--- src/rtl/ccff_loader_pkg.sv ---
// Shared types and CRC-8 helper for the configuration-chain loader.
package ccff_loader_pkg;

   typedef enum logic [1:0] {StIdle, StLoad, StVerify, StFin} state_e;

   localparam logic [7:0] CRC8_POLY = 8'h07;

   // One MSB-first CRC-8 step: x^8+x^2+x+1, no reflection.
   function automatic logic [7:0] crc8_step(input logic [7:0] crc, input logic din);
      logic fb;
      fb = crc[7] ^ din;
      return {crc[6:0], 1'b0} ^ (fb ? CRC8_POLY : 8'h00);
   endfunction

endpackage

--- src/rtl/ccff_crc8_ser.sv ---
// Serial CRC-8 accumulator with synchronous clear and per-bit enable.
module ccff_crc8_ser
   import ccff_loader_pkg::*;
(
   input  logic       prog_clk,
   input  logic       pReset,
   input  logic       clr,
   input  logic       en,
   input  logic       din,
   output logic [7:0] crc
);

   logic [7:0] crc_q;

   always_ff @(posedge prog_clk) begin
      if (pReset) begin
         crc_q <= 8'h00;
      end else if (clr) begin
         crc_q <= 8'h00;
      end else if (en) begin
         crc_q <= crc8_step(crc_q, din);
      end
   end

   assign crc = crc_q;

endmodule

--- src/rtl/ccff_chain_loader.sv ---
// Loads one ccff_head->ccff_tail configuration chain from a word stream and optionally
// verifies it by recirculating the chain once and comparing CRCs of bits in and out.
module ccff_chain_loader
   import ccff_loader_pkg::*;
#(
   parameter int unsigned WORD_W    = 8,
   parameter int unsigned CHAIN_LEN = 58,
   parameter int unsigned CNT_W     = 16
) (
   input  logic              prog_clk,
   input  logic              pReset,
   input  logic              cfg_start,
   input  logic              cfg_verify,
   input  logic              cfg_abort,
   input  logic [WORD_W-1:0] cfg_data,
   input  logic              cfg_valid,
   output logic              cfg_ready,
   output logic              ccff_head,
   output logic              ccff_shift_en,
   input  logic              ccff_tail,
   output logic              busy,
   output logic              done,
   output logic              crc_err,
   output logic              aborted
);

   localparam int unsigned     BCW       = $clog2(WORD_W + 1);
   localparam logic [CNT_W-1:0] ChainLen = CNT_W'(CHAIN_LEN);
   localparam logic [CNT_W-1:0] LastBit  = CNT_W'(CHAIN_LEN - 1);
   localparam logic [BCW-1:0]   WordBits = BCW'(WORD_W);

   state_e            state_q, state_d;
   logic              verify_q, verify_d;
   logic [CNT_W-1:0]  bit_cnt_q, bit_cnt_d;
   logic [WORD_W-1:0] buf_q, buf_d;
   logic [BCW-1:0]    buf_cnt_q, buf_cnt_d;
   logic              crc_err_q, crc_err_d;
   logic              aborted_q, aborted_d;

   logic       load_shift, last_bit, start_acc;
   logic       crc_in_en, crc_out_en;
   logic [7:0] crc_in, crc_out;

   assign load_shift = (state_q == StLoad) && (buf_cnt_q != '0) && (bit_cnt_q < ChainLen);
   assign last_bit   = (bit_cnt_q == LastBit);
   assign start_acc  = (state_q == StIdle) && cfg_start && !cfg_abort;

   assign cfg_ready     = (state_q == StLoad) && (buf_cnt_q == '0) && (bit_cnt_q < ChainLen);
   // Abort must stop the chain in the very cycle it is raised.
   assign ccff_shift_en = (load_shift || (state_q == StVerify)) && !cfg_abort;
   assign ccff_head     = load_shift ? buf_q[WORD_W-1] :
                          (state_q == StVerify) ? ccff_tail : 1'b0;
   assign busy          = (state_q != StIdle);
   assign done          = (state_q == StFin) && !cfg_abort;
   assign crc_err       = crc_err_q;
   assign aborted       = aborted_q;

   assign crc_in_en  = ccff_shift_en && (state_q == StLoad);
   assign crc_out_en = ccff_shift_en && (state_q == StVerify);

   always_comb begin
      state_d   = state_q;
      verify_d  = verify_q;
      bit_cnt_d = bit_cnt_q;
      buf_d     = buf_q;
      buf_cnt_d = buf_cnt_q;
      crc_err_d = crc_err_q;
      aborted_d = aborted_q;
      if (cfg_abort) begin
         if (state_q != StIdle) begin
            state_d   = StIdle;
            aborted_d = 1'b1;
            buf_d     = '0;
            buf_cnt_d = '0;
            bit_cnt_d = '0;
         end
      end else begin
         unique case (state_q)
            StIdle: begin
               if (cfg_start) begin
                  verify_d  = cfg_verify;
                  bit_cnt_d = '0;
                  crc_err_d = 1'b0;
                  aborted_d = 1'b0;
                  state_d   = StLoad;
               end
            end
            StLoad: begin
               if (load_shift) begin
                  buf_d     = buf_q << 1;
                  buf_cnt_d = buf_cnt_q - BCW'(1);
                  if (last_bit) begin
                     // Remaining bits of the final word are padding.
                     buf_d     = '0;
                     buf_cnt_d = '0;
                     bit_cnt_d = '0;
                     state_d   = verify_q ? StVerify : StFin;
                  end else begin
                     bit_cnt_d = bit_cnt_q + CNT_W'(1);
                  end
               end else if (cfg_valid && cfg_ready) begin
                  buf_d     = cfg_data;
                  buf_cnt_d = WordBits;
               end
            end
            StVerify: begin
               if (last_bit) begin
                  bit_cnt_d = '0;
                  crc_err_d = (crc8_step(crc_out, ccff_tail) != crc_in);
                  state_d   = StFin;
               end else begin
                  bit_cnt_d = bit_cnt_q + CNT_W'(1);
               end
            end
            StFin:   state_d = StIdle;
            default: state_d = StIdle;
         endcase
      end
   end

   always_ff @(posedge prog_clk) begin
      if (pReset) begin
         state_q   <= StIdle;
         verify_q  <= 1'b0;
         bit_cnt_q <= '0;
         buf_q     <= '0;
         buf_cnt_q <= '0;
         crc_err_q <= 1'b0;
         aborted_q <= 1'b0;
      end else begin
         state_q   <= state_d;
         verify_q  <= verify_d;
         bit_cnt_q <= bit_cnt_d;
         buf_q     <= buf_d;
         buf_cnt_q <= buf_cnt_d;
         crc_err_q <= crc_err_d;
         aborted_q <= aborted_d;
      end
   end

   ccff_crc8_ser u_crc_in (
      .prog_clk (prog_clk),
      .pReset   (pReset),
      .clr      (start_acc),
      .en       (crc_in_en),
      .din      (ccff_head),
      .crc      (crc_in)
   );

   ccff_crc8_ser u_crc_out (
      .prog_clk (prog_clk),
      .pReset   (pReset),
      .clr      (start_acc),
      .en       (crc_out_en),
      .din      (ccff_tail),
      .crc      (crc_out)
   );

endmodule

--- config.mk ---
export PLATFORM = sky130hd
export DESIGN_NAME = ccff_chain_loader
export DESIGN_NICKNAME = d
export VERILOG_FILES = /design/src/rtl/ccff_loader_pkg.sv /design/src/rtl/ccff_crc8_ser.sv /design/src/rtl/ccff_chain_loader.sv
export SDC_FILE = /design/constraint.sdc
export NUM_CORES = 1
export LEC_CHECK = 0
export CAP_MARGIN = 20
export CORE_AREA = 8 8 85 87
export CTS_BUF_LIST = sky130_fd_sc_hd__clkbuf_2
export DETAILED_ROUTE_END_ITERATION = 8
export DIE_AREA = 0 0 93 95
export PLACE_DENSITY_LB_ADDON = 0.05
export SLEW_MARGIN = 20
export SYNTH_ARGS = -nofsm -noshare
export SYNTH_HDL_FRONTEND = slang
export SYNTH_SLANG_ARGS = --single-unit
--- constraint.sdc ---
create_clock -name prog_clk -period 2.47 [get_ports prog_clk]
set_input_delay 0.247 -clock prog_clk [delete_from_list [all_inputs] [get_ports prog_clk]]
set_output_delay 0.247 -clock prog_clk [all_outputs]
set_load 0.01 [all_outputs]
=== Word-level counts from Yosys, hierarchy flattened ===
Index checks and enable logic that the tools add are counted.

* Output and inout port bits: 7
* Register bits: 49
* Logic and storage cells: 95
* Bits of input ports: 15

* Reduce and logical (&&, ||, !) cells: 30
* Order comparisons: 1
* Add/sub/neg operators: 2
* Muxes and demuxes: 36
* Bitwise operators: 5
* Equality and inequality tests: 12

{| class="wikitable"
|+ Operator list
! kind !! number
|-
| $mux W16 || 5
|-
| $mux W8 || 6
|-
| $pmux W16 S3 || 1
|-
| $mux W4 || 6
|-
| $add A16 B1 Y16 const B || 1
|-
| $eq A16 B6 Y1 const B || 1
|-
| $lt A16 B6 Y1 const B || 1
|-
| $xor A8 B8 Y8 || 2
|-
| $mux W2 || 6
|-
| $ne A3 B3 Y1 const B || 4
|-
| $logic_and A1 B1 Y1 || 11
|-
| $reduce_bool A2 Y1 || 5
|-
| $reduce_and A3 Y1 || 3
|-
| $mux W1 || 8
|-
| $ne A8 B8 Y1 || 1
|-
| $pmux W2 S4 || 1
|-
| $reduce_and A4 Y1 || 2
|-
| $reduce_bool A4 Y1 || 2
|-
| $mux W3 || 2
|-
| $reduce_and A5 Y1 || 1
|-
| $eq A2 B2 Y1 const B || 2
|-
| $logic_not A4 Y1 || 1
|-
| $ne A2 B2 Y1 const B || 2
|-
| $sub A4 B1 Y4 const B || 1
|-
| other kinds (10) || 11
|}

=== Depth between registers and ports, before layout ===
Gate-level depths: netlist of run 1.

* Word-level depth: 8
* Mapped depth: 9
* Depth with buffers taken out: 8

=== Hierarchy ===
Synthesis of run 1 repeated with hierarchy kept, for this count alone.

* Cells, all modules: 338
* Area total of the unflattened synthesis: 2844.0 um^2

{| class="wikitable"
|+ By module, submodules not included
! module !! cells each !! seq. area each (um^2) !! area each (um^2) !! instances
|-
| ccff_chain_loader || 270 || 660.6 || 2155.8 || 1
|-
| ccff_crc8_ser || 34 || 160.2 || 344.1 || 2
|}

=== Worst setup path after synthesis of run 1 ===
Ideal clock, no wire load.

* Kind: reg2reg
* Start point: reg state_q[0]
* End point: reg u_crc_out.crc_q[1] (netlist: u_crc_out.crc[1])
* Data required time: 2342 ps
* Buffers on the path: 2
* Stages on the path, launching flop included: 9
* Clock period less this slack: 1927 ps
* Library setup time: 128 ps
* Arrival time: 1800 ps
* Slack: 543 ps
* Cell sequence: dfxtp_1 > inv_1 > ha_1 > inv_1 > or3_1 > nand2b_1 > clkbuf_1 > clkbuf_1 > nor2_1

* Cells in the longest elaborated chain, start to end: 6
* Elaborated cells between the ends (all ways): 11
* Classes of those cells: 2 x eq/ne; 9 x reduce/logical

{| class="wikitable"
|+ Ends and longest elaborated chain
! item !! line !! source
|-
| start: declaration || ccff_chain_loader.sv:32 || <nowiki>state_e state_q, state_d;</nowiki>
|-
| start signal: assignment || ccff_chain_loader.sv:123 || <nowiki>state_q <= StIdle;</nowiki>
|-
| start signal: assignment || ccff_chain_loader.sv:131 || <nowiki>state_q <= state_d;</nowiki>
|-
| $eq A2 B1 Y1 || ccff_chain_loader.sv:44 || <nowiki>assign load_shift = (state_q == StLoad) && (buf_cnt_q != '0) && (bit_cnt_q < ChainLen);</nowiki>
|-
| $logic_and A1 B1 Y1 (2 in a row) || ccff_chain_loader.sv:44 ||
|-
| $logic_or A1 B1 Y1 || ccff_chain_loader.sv:50 || <nowiki>assign ccff_shift_en = (load_shift || (state_q == StVerify)) && !cfg_abort;</nowiki>
|-
| $logic_and A1 B1 Y1 || ccff_chain_loader.sv:50 ||
|-
| $logic_and A1 B1 Y1 || ccff_chain_loader.sv:59 || <nowiki>assign crc_out_en = ccff_shift_en && (state_q == StVerify);</nowiki>
|-
| end signal: assignment || ccff_crc8_ser.sv:21 || <nowiki>crc_q <= crc8_step(crc_q, din);</nowiki>
|-
| end: declaration || ccff_crc8_ser.sv:13 || <nowiki>logic [7:0] crc_q;</nowiki>
|}

Several ways; a longest one is shown, not always the timed one.
A chain may end at the register's enable or synchronous reset.

=== Final worst setup path of run 1 ===
* Start point: reg buf_cnt_q[0]
* End point: out ccff_head

* Cells in the longest elaborated chain, start to end: 4

{| class="wikitable"
|+ Ends and longest elaborated chain
! item !! line !! source
|-
| start: declaration || ccff_chain_loader.sv:36 || <nowiki>logic [BCW-1:0] buf_cnt_q, buf_cnt_d;</nowiki>
|-
| start signal: assignment || ccff_chain_loader.sv:135 || <nowiki>buf_cnt_q <= buf_cnt_d;</nowiki>
|-
| $reduce_bool A4 Y1 || ccff_chain_loader.sv:44 ||
|-
| $logic_and A1 B1 Y1 (2 in a row) || ccff_chain_loader.sv:44 ||
|-
| $mux W1 || ccff_chain_loader.sv:51 || <nowiki>assign ccff_head = load_shift ? buf_q[WORD_W-1] :</nowiki>
|-
| end: declaration || ccff_chain_loader.sv:18 || <nowiki>output logic ccff_head,</nowiki>
|}

No other way between the ends.

==> results of run 1 <==
==> synthesized netlist by cell type (3+ instances only) <==
cell / instances
nor2b_1: 5
nand2_1: 33
a211oi_1: 3
xnor2_1: 14
clkbuf_1: 7
nor3b_1: 3
and3_1: 4
xor2_1: 14
nand4_1: 7
mux2i_1: 5
nand3_1: 10
dfxtp_1: 49
a21oi_1: 19
nor2_1: 47
ha_1: 9
inv_1: 14
nor3_1: 13
a221oi_2: 5
nand2b_1: 3
==> flip-flops by register name, summed over array words and instances (netlist names) <==
signal and count:
state_q 2, buf_q 8, aborted 1, u_crc_out.crc 8, buf_cnt_q 4, bit_cnt_q 16
u_crc_in.crc 8, verify_q 1, crc_err 1
==> where the power goes <==
| part | leakage (nW) | internal, mW | switching [mW] |
|---|---|---|---|
| combinational | 0.709 | 0.106 | 0.130 |
| clock | 0.0529 | 0.270 | 0.261 |
| sequential | 0.397 | 0.816 | 0.0197 |
| total | 1.16 | 1.19 | 0.411 |
==> cell usage in the layout (no fill, tap or decap), drive strengths merged, types with 2 or more instances in the layout <==
cell	netlist	layout
dfxtp	49	49
nor2	48	48
nand2	33	33
a21oi	19	19
clkdlybuf4s50	0	18
buf	6	16
inv	14	14
xnor2	14	14
xor2	14	14
nor3	13	13
nand3	12	12
ha	9	9
nand4	7	7
a221oi	7	7
nor2b	5	5
mux2i	5	5
clkbuf	7	5
nor4	5	5
and3	4	4
a211oi	4	4
nor3b	4	4
o21ai	4	4
nand2b	3	3
or3	2	2
o311a	2	2
bufinv	0	2
or2	2	2
nor4b	2	2
o31ai	2	2
==> per-stage QoR <==
stage | worst slack (ns) | util
6_report | 0.165 | 0.536
2_1_floorplan | 0.543 | -
3_3_place_gp | 0.179 | 0.512
5_1_grt | 0.00590 | 0.536
3_5_place_dp | 0.123 | 0.512
4_1_cts | 0.0962 | 0.535
==> cell type report <==
type | instances | area, sq um | area share
multi-input combinational | 232 | 1580 | 0.507
clock buffer | 5 | 25.0 | 0.00803
sequential | 49 | 985 | 0.316
inverter | 14 | 52.6 | 0.0169
timing repair buffer | 36 | 317 | 0.102
tap | 75 | 93.8 | 0.0301
clock inverter | 3 | 65.1 | 0.0209
==> worst max-delay path, cell delays in order (launching register included) <==
cell	delay (ns)
dfxtp_2	0.37
inv_1	0.10
ha_1	0.15
or3b_4	0.41
nand3_4	0.13
nor2_4	0.05
buf_4	0.15
o21ai_2	0.12
buf_2	0.15
==> cell families after synthesis <==
family,after synthesis,share of synthesized area
compound gates,46,0.141
xor+xnor,28,0.0929
flops,49,0.372
buf+inv,27,0.0450
simple gates,144,0.288
fa+ha+maj,9,0.0427
mux,5,0.0190
==> worst paths after layout <==
kind / startpoint / endpoint / slack (ns) / cells past startpoint
worst max-delay path: buf_cnt_q[0]$_SDFFE_PP0P_ / ccff_head / 0.17 / 8
worst min-delay path: cfg_data[0] / buf_q[0]$_SDFFE_PP0P_ / 0.35 / 3
worst max register to register: bit_cnt_q[12]$_SDFFE_PP0P_ / bit_cnt_q[6]$_SDFFE_PP0P_ / 0.28 / 7
worst min register to register: buf_q[0]$_SDFFE_PP0P_ / buf_q[0]$_SDFFE_PP0P_ / 0.47 / 2
==> layer usage <==
layer  share of wire  routed length (microns)
met4           0.014                       77
met2            0.46                     2550
met3           0.029                      162
met1            0.50                     2780
met5               0                        0
==> timing repair <==
item,in CTS,in global routing
setup endpoints to repair,3,3
resized for setup,16,3
buffers inserted,2,0
gates cloned,0,0
pin swaps,2,0
==> flow_summary.ini, run 1 <==
[status]
status = complete, no violations

[critical_path]
cp_data_arrival_time_ns = 2.06
crit_path_end_kind = primary output
required_ns = 2.22
crit_path_start_kind = flop
path_max_fanout = 5
worstSetupPathType = reg2out

[global_route]
globalRouteMet3Util = 0.0317
met1_usage = 0.177
grt_pass1_vias = 2185
use_met2 = 0.222
antenna_found_initial = 0
grt_start_max_net_pins = 18
grt_pass1_wl_mm = 10.1
grt_usage = 0.137
grt_busiest_layer = met2
grt-ovfl-total = 0

[timing]
finalClockSkew_ns = 0.0150
whs_ns = 0.348
setup_viol = 0
max_freq_mhz = 434
fin_setup_tns_ns = 0
rsz0062_at_grt = no
finalHoldViolations = 0
max_slew_margin = 0.610
fin_crit_sh = 0.933
slew_viol_final = 0
worstMarginPinSlew_ns = 0.583
period_needed_ns = 2.30

[cts]
cts_tree = built
clock_latency_ns = 0.44
cts_buffer_depth = 2
htree_levels = 2
clkTransAtPathRegs_ns = 0.23
root_buffer = clkbuf_2
cts_sinks = 49
cts_buffers = 5
cts_hold_buffers = 0

[hold_path]
hp-class = in2reg

[drt]
wl_mm = 5.57
drc_errors = 0
vias = 2168
drtPass1Iterations = 4
drt_iter0_drc = 52
vias_per_cell = 5.24
routedWlPerCell_microns = 13.4
drtAntennaViolNets = 0

[floorplanning]
die_area_sq_um = 8840
coreArea_sq_um = 5820
ios = 22
num_rows = 28
start_util = 0.454
die_h_microns = 95
fp.dieW_microns = 93

[synthesis]
synth_nets = 332
synth_warnings = 0
synth_area_per_cell_sq_um = 8.57
syn-cell-area_sq_um = 2640
synth_top_area_cell = dfxtp_1
ys_seq_elements = 49
synthTopCellsByArea = dfxtp_1 (37%), nor2_1 (6.7%), nand2_1 (4.7%)
async_flop_share = 0
yosysSeqAreaShare = 0.372
synth.distinct_cells = 55
syn_inst = 308
yosysTopAreaCellShare = 0.372
synth_flop_cell = dfxtp_1
synth_edf_count = 0

[placed_design]
place_inst = 404
gp_congestion = 0.827
hpwl_mm = 4.20
postPlaceCellArea_sq_um = 2980
portBuffers = 21

[final_layout]
drive_gt1_frac = 0.153
fill_cells = 560
diodes = 0
finalNonFillerCells = 414
layout.nets = 362
fin_area_sq_um = 3120
area_delta_synth_final_pct = 18.1

[power]
ir_drop_mv = 0.293
p_per_area_nw_per_um2 = 514
p_leak_nw = 1.16
power_mw = 1.60

[job]
max_cap_violations = 0
No activity file was read; power rests on OpenSTA's default activity.
==> inputs of run 2 (changes only) <==
CORE_AREA = 8 8 96 98   (was 8 8 85 87)
DIE_AREA = 0 0 104 106   (was 0 0 93 95)
PLACE_DENSITY = 0.63   (was unset)
PLACE_DENSITY_LB_ADDON = unset   (was 0.05)
==> run 2 against run 1 <==
Highest routed layer unchanged; largest power group unchanged; count of clock-buffer cells in the layout did not move; via count rose by 1.4%; largest cell class unchanged; final area rose by 0.72%; setup slack got worse by 0.012 ns; non-clock buffer count fell by 4; critical path type unchanged; critical endpoint unchanged; first-iteration DRC count rose by 44%; worst hold slack improved by 0.045 ns; sequential power barely moved; combinational power barely moved.
==> flow_summary.ini, run 2 (synthesis results as in run 1) <==
[status]
status = complete, no violations

[final_layout]
fill_cells = 817
finalNonFillerCells = 441
area_delta_synth_final_pct = 19.0
largest_reg_flops = 16
layout.nets = 358
fin_area_sq_um = 3140
mostFrequentLayoutCells = nor2_1 (46), dfxtp_1 (44), nand2_1 (33)
drive_gt1_frac = 0.152
regMostFlops = bit_cnt_q
layout_commonest_cell = nor2_1

[cts]
clock_latency_ns = 0.42
htree_levels = 2
cts_buffers = 5
cts_sinks = 49
cts_buffer_depth = 2
clkTransAtPathRegs_ns = 0.23
cts_tree = built
root_buffer = clkbuf_2

[critical_path]
startpoint = buf_cnt_q[0]$_SDFFE_PP0P_
r2r-end = buf_cnt_q[2]$_SDFFE_PP0P_
required_ns = 2.22
crit_chain = inv_2, ha_1, or3b_4, nand3_4, nor2_4, buf_4, o21ai_2, clkdlybuf4s15_2
timing.rr.start = bit_cnt_q[12]$_SDFFE_PP0P_
crit_path_top_delay_cell = or3b_4
path_max_fanout = 5
worstSetupPathType = reg2out
slowest_delay_ns = 0.41
r2r_slack_ns = 0.33
cp_data_arrival_time_ns = 2.07
crit_path_start_kind = flop
r2r_cells = 7
crit_path_end_kind = primary output

[timing]
finalHoldViolations = 0
max_freq_mhz = 432
whs_ns = 0.393
slew_viol_final = 0
fin_setup_tns_ns = 0
finalClockSkew_ns = 0.0141
worstMarginPinSlew_ns = 0.581
setup_viol = 0
period_needed_ns = 2.32
max_slew_margin = 0.612
worst_slack_ns = 0.153
rsz0062_at_grt = no
fin_crit_sh = 0.938

[floorplanning]
ios = 22
start_util = 0.337
fp.dieW_microns = 104
num_rows = 33
coreArea_sq_um = 7850
die_h_microns = 106
die_area_sq_um = 11000

[placed_design]
portBuffers = 21
dp_worst_setup_slack_ns = 0.125
hpwl_mm = 4.12
gp_congestion = 0.777
place_inst = 430
postPlaceCellArea_sq_um = 3000

[power]
p_leak_nw = 1.15
ir_drop_mv = 0.218
p_per_area_nw_per_um2 = 510

[job]
max_cap_violations = 0

[drt]
vias_per_cell = 4.98
drc_errors = 0
drt_iter0_drc = 75
wl_mm = 5.60
routedWlPerCell_microns = 12.7
drtAntennaViolNets = 0
drtPass1Iterations = 5
vias = 2198

[global_route]
antenna_found_initial = 1
grt_usage = 0.104
grt-ovfl-total = 0
grt_pass1_vias = 2171
grt_start_max_net_pins = 19
grt_pass1_wl_mm = 9.88

[hold_path]
hold-path-endpoint = buf_q[0]$_SDFFE_PP0P_
min-delay-start = cfg_data[0]
hp-class = in2reg
worstHoldPathCells = 3
[run 2: worst max-delay path, delay by kind of cell, from the launching register on]
kind | cells | cell delay (ns)
simple gates | 3 | 0.57
buf+inv | 3 | 0.45
flops | 1 | 0.38
fa+ha+maj | 1 | 0.14
compound gates | 1 | 0.12
[run 2: metal layers]
layer / wire length (microns) / vias to the layer above / GRT usage
li1: - / 1119 / -
met1: 2630 / 1046 / 0.130
met2: 2690 / 28 / 0.176
met3: 179 / 5 / 0.0181
met5: 0 / - / 0
met4: 95 / 0 / 0.0372
[run 2: worst max-delay path by stage]
stage                                               end  cells past startpoint
after global routing                          ccff_head                      8
after global placement       bit_cnt_q[10]$_SDFFE_PP0P_                      7
after floorplan           u_crc_out.crc[1]$_SDFFE_PP0P_                      8
after CTS                                     ccff_head                      8
final                                         ccff_head                      8
after detailed placement                  ccff_shift_en                      8
[run 2: per-stage QoR]
step,power (mW),util
2_1_floorplan,1.00,-
3_3_place_gp,1.08,0.382
3_5_place_dp,1.08,0.382
4_1_cts,1.62,0.400
5_1_grt,1.68,0.400
6_report,1.60,0.400
[run 2: layout make-up]
class,count,area [sq um],area share
diodes,1,2.50,0.000797
clock buffers,5,25.0,0.00797
clock inverters,3,65.1,0.0207
inverters,14,52.6,0.0167
multi-input cells,232,1570,0.500
flip-flops and latches,49,990,0.315
well taps,105,131,0.0418
repair buffers,32,304,0.0968
[run 2: timing repair]
| item | in CTS | in global routing |
|---|---|---|
| setup endpoints to repair | 3 | 2 |
| hold buffers | 0 | 0 |
| setup buffers | 2 | 0 |
| gates resized for setup | 17 | 3 |
| pin swaps | 2 | 1 |
[run 2: power by group]
part	internal, mW	switching, mW
logic	0.106	0.132
clock network	0.270	0.261
registers	0.814	0.0186
total	1.19	0.412
==> inputs of run 3 (changes only) <==
CORE_AREA = 8 8 91 93   (was 8 8 96 98)
DIE_AREA = 0 0 99 101   (was 0 0 104 106)
PLACE_DENSITY = 0.68   (was 0.63)
==> run 3 against run 2 <==
First-iteration DRC count is 57% higher; fmax is 0.28% higher; die area is 9.3% lower; register-to-register slack worse by 0.07 ns; final area is 3.2% lower; via count is 2.5% lower; core utilization is 3.7 points higher; largest power group unchanged.
==> flow_summary.ini, run 3 (synthesis results as in run 1) <==
[status]
status = complete, no violations

[drt]
drtPass1Iterations = 4
vias = 2144
vias_per_cell = 5.14
drc_errors = 0
drt_iter0_drc = 118
routedWlPerCell_microns = 13.6
wl_mm = 5.68
drtAntennaViolNets = 0

[critical_path]
crit_path_start_kind = flop
required_ns = 2.22
worstSetupPathType = reg2out
crit_path_end_kind = primary output
cp_data_arrival_time_ns = 2.06
path_max_fanout = 6

[global_route]
grt-ovfl-total = 0
grt_usage = 0.121
grt_pass1_wl_mm = 9.96
grt_pass1_vias = 2175
grt_start_max_net_pins = 19
antenna_found_initial = 0

[hold_path]
hp-class = in2reg

[final_layout]
layout_commonest_cell = nor2_1
area_delta_synth_final_pct = 15.1
drive_gt1_frac = 0.140
seqCellArea_sq_um = 987
multi_input_comb_area_sq_um = 1560
fin_area_sq_um = 3040
fill_cells = 674
mostFrequentLayoutCells = nor2_1 (45), dfxtp_1 (44), nand2_1 (33)
regMostFlops = bit_cnt_q
finish.utilization = 0.438
layout.nets = 358
diodes = 0
largest_reg_flops = 16

[floorplanning]
ios = 22
num_rows = 31
coreArea_sq_um = 6940
start_util = 0.380
die_h_microns = 101
fp.dieW_microns = 99
die_area_sq_um = 10000

[timing]
finalClockSkew_ns = 0.0157
period_needed_ns = 2.31
worstMarginPinSlew_ns = 0.532
setup_viol = 0
rsz0062_at_grt = no
fin_crit_sh = 0.935
finalHoldViolations = 0
max_freq_mhz = 433
max_slew_margin = 0.646
slew_viol_final = 0
fin_setup_tns_ns = 0

[cts]
root_buffer = clkbuf_2
clock_latency_ns = 0.45
cts_tree = built
clkTransAtPathRegs_ns = 0.25
cts_buffer_depth = 2
htree_levels = 2
cts_sinks = 49
cts_buffers = 5

[placed_design]
postPlaceCellArea_sq_um = 2950
gp_congestion = 0.755
hpwl_mm = 4.19
portBuffers = 21

[power]
p_leak_nw = 1.12
ir_drop_mv = 0.175
p_per_area_nw_per_um2 = 467
power_mw = 1.42

[job]
max_cap_violations = 0
-- run 3: layer usage --
layer,track usage,wire length [microns],vias to the layer above
met1,0.145,2630,985
met3,0.0283,233,7
li1,-,-,1119
met2,0.202,2720,33
met4,0.0496,93,0
met5,0,0,-
-- run 3: layout make-up --
class | count | share of cell area
multi-input combinational | 232 | 0.513
sequential | 49 | 0.325
timing repair buffer | 32 | 0.0955
tap | 82 | 0.0338
inverter | 14 | 0.0173
clock buffer | 5 | 0.00823
clock inverter | 3 | 0.00700
-- run 3: report_power, final --
part	switching (mW)	internal, mW
Combinational	0.133	0.101
Sequential	0.0195	0.816
Clock	0.279	0.0717
Total	0.431	0.989
-- run 3: critical path: stages (launching register included) --
cell and delay [ns]:
dfxtp_1 0.41, inv_1 0.11, ha_1 0.31, nand2_1 0.11
or2_4 0.27, nor2_1 0.13, dlygate4sd2_1 0.29
-- run 3: worst paths after layout --
path,from,endpoint,slack [ns],cells after the start
max,state_q[1]$_SDFFE_PP0P_,cfg_ready,0.16,6
min,cfg_data[0],buf_q[0]$_SDFFE_PP0P_,0.36,3
max reg2reg,buf_cnt_q[0]$_SDFFE_PP0P_,buf_q[7]$_SDFFE_PP0P_,0.26,9
min reg2reg,aborted$_SDFFE_PP0P_,aborted$_SDFFE_PP0P_,0.47,2
-- run 3: per-stage QoR --
stage	setup WS, ns	instances	hold slack (ns)
final	0.160	417	0.357
after detailed placement	0.175	406	0.447
after global routing	0.00871	417	0.342
after CTS	0.0702	415	0.327
after global placement	0.252	406	0.445
after floorplan	0.543	308	0.391
-- run 3: timing repair --
item,in CTS,in global routing
setup endpoints to repair,3,3
buffers inserted,1,2
resized for setup,11,3
pin swaps,1,1
hold buffers,0,0
hold endpoints to repair,0,0
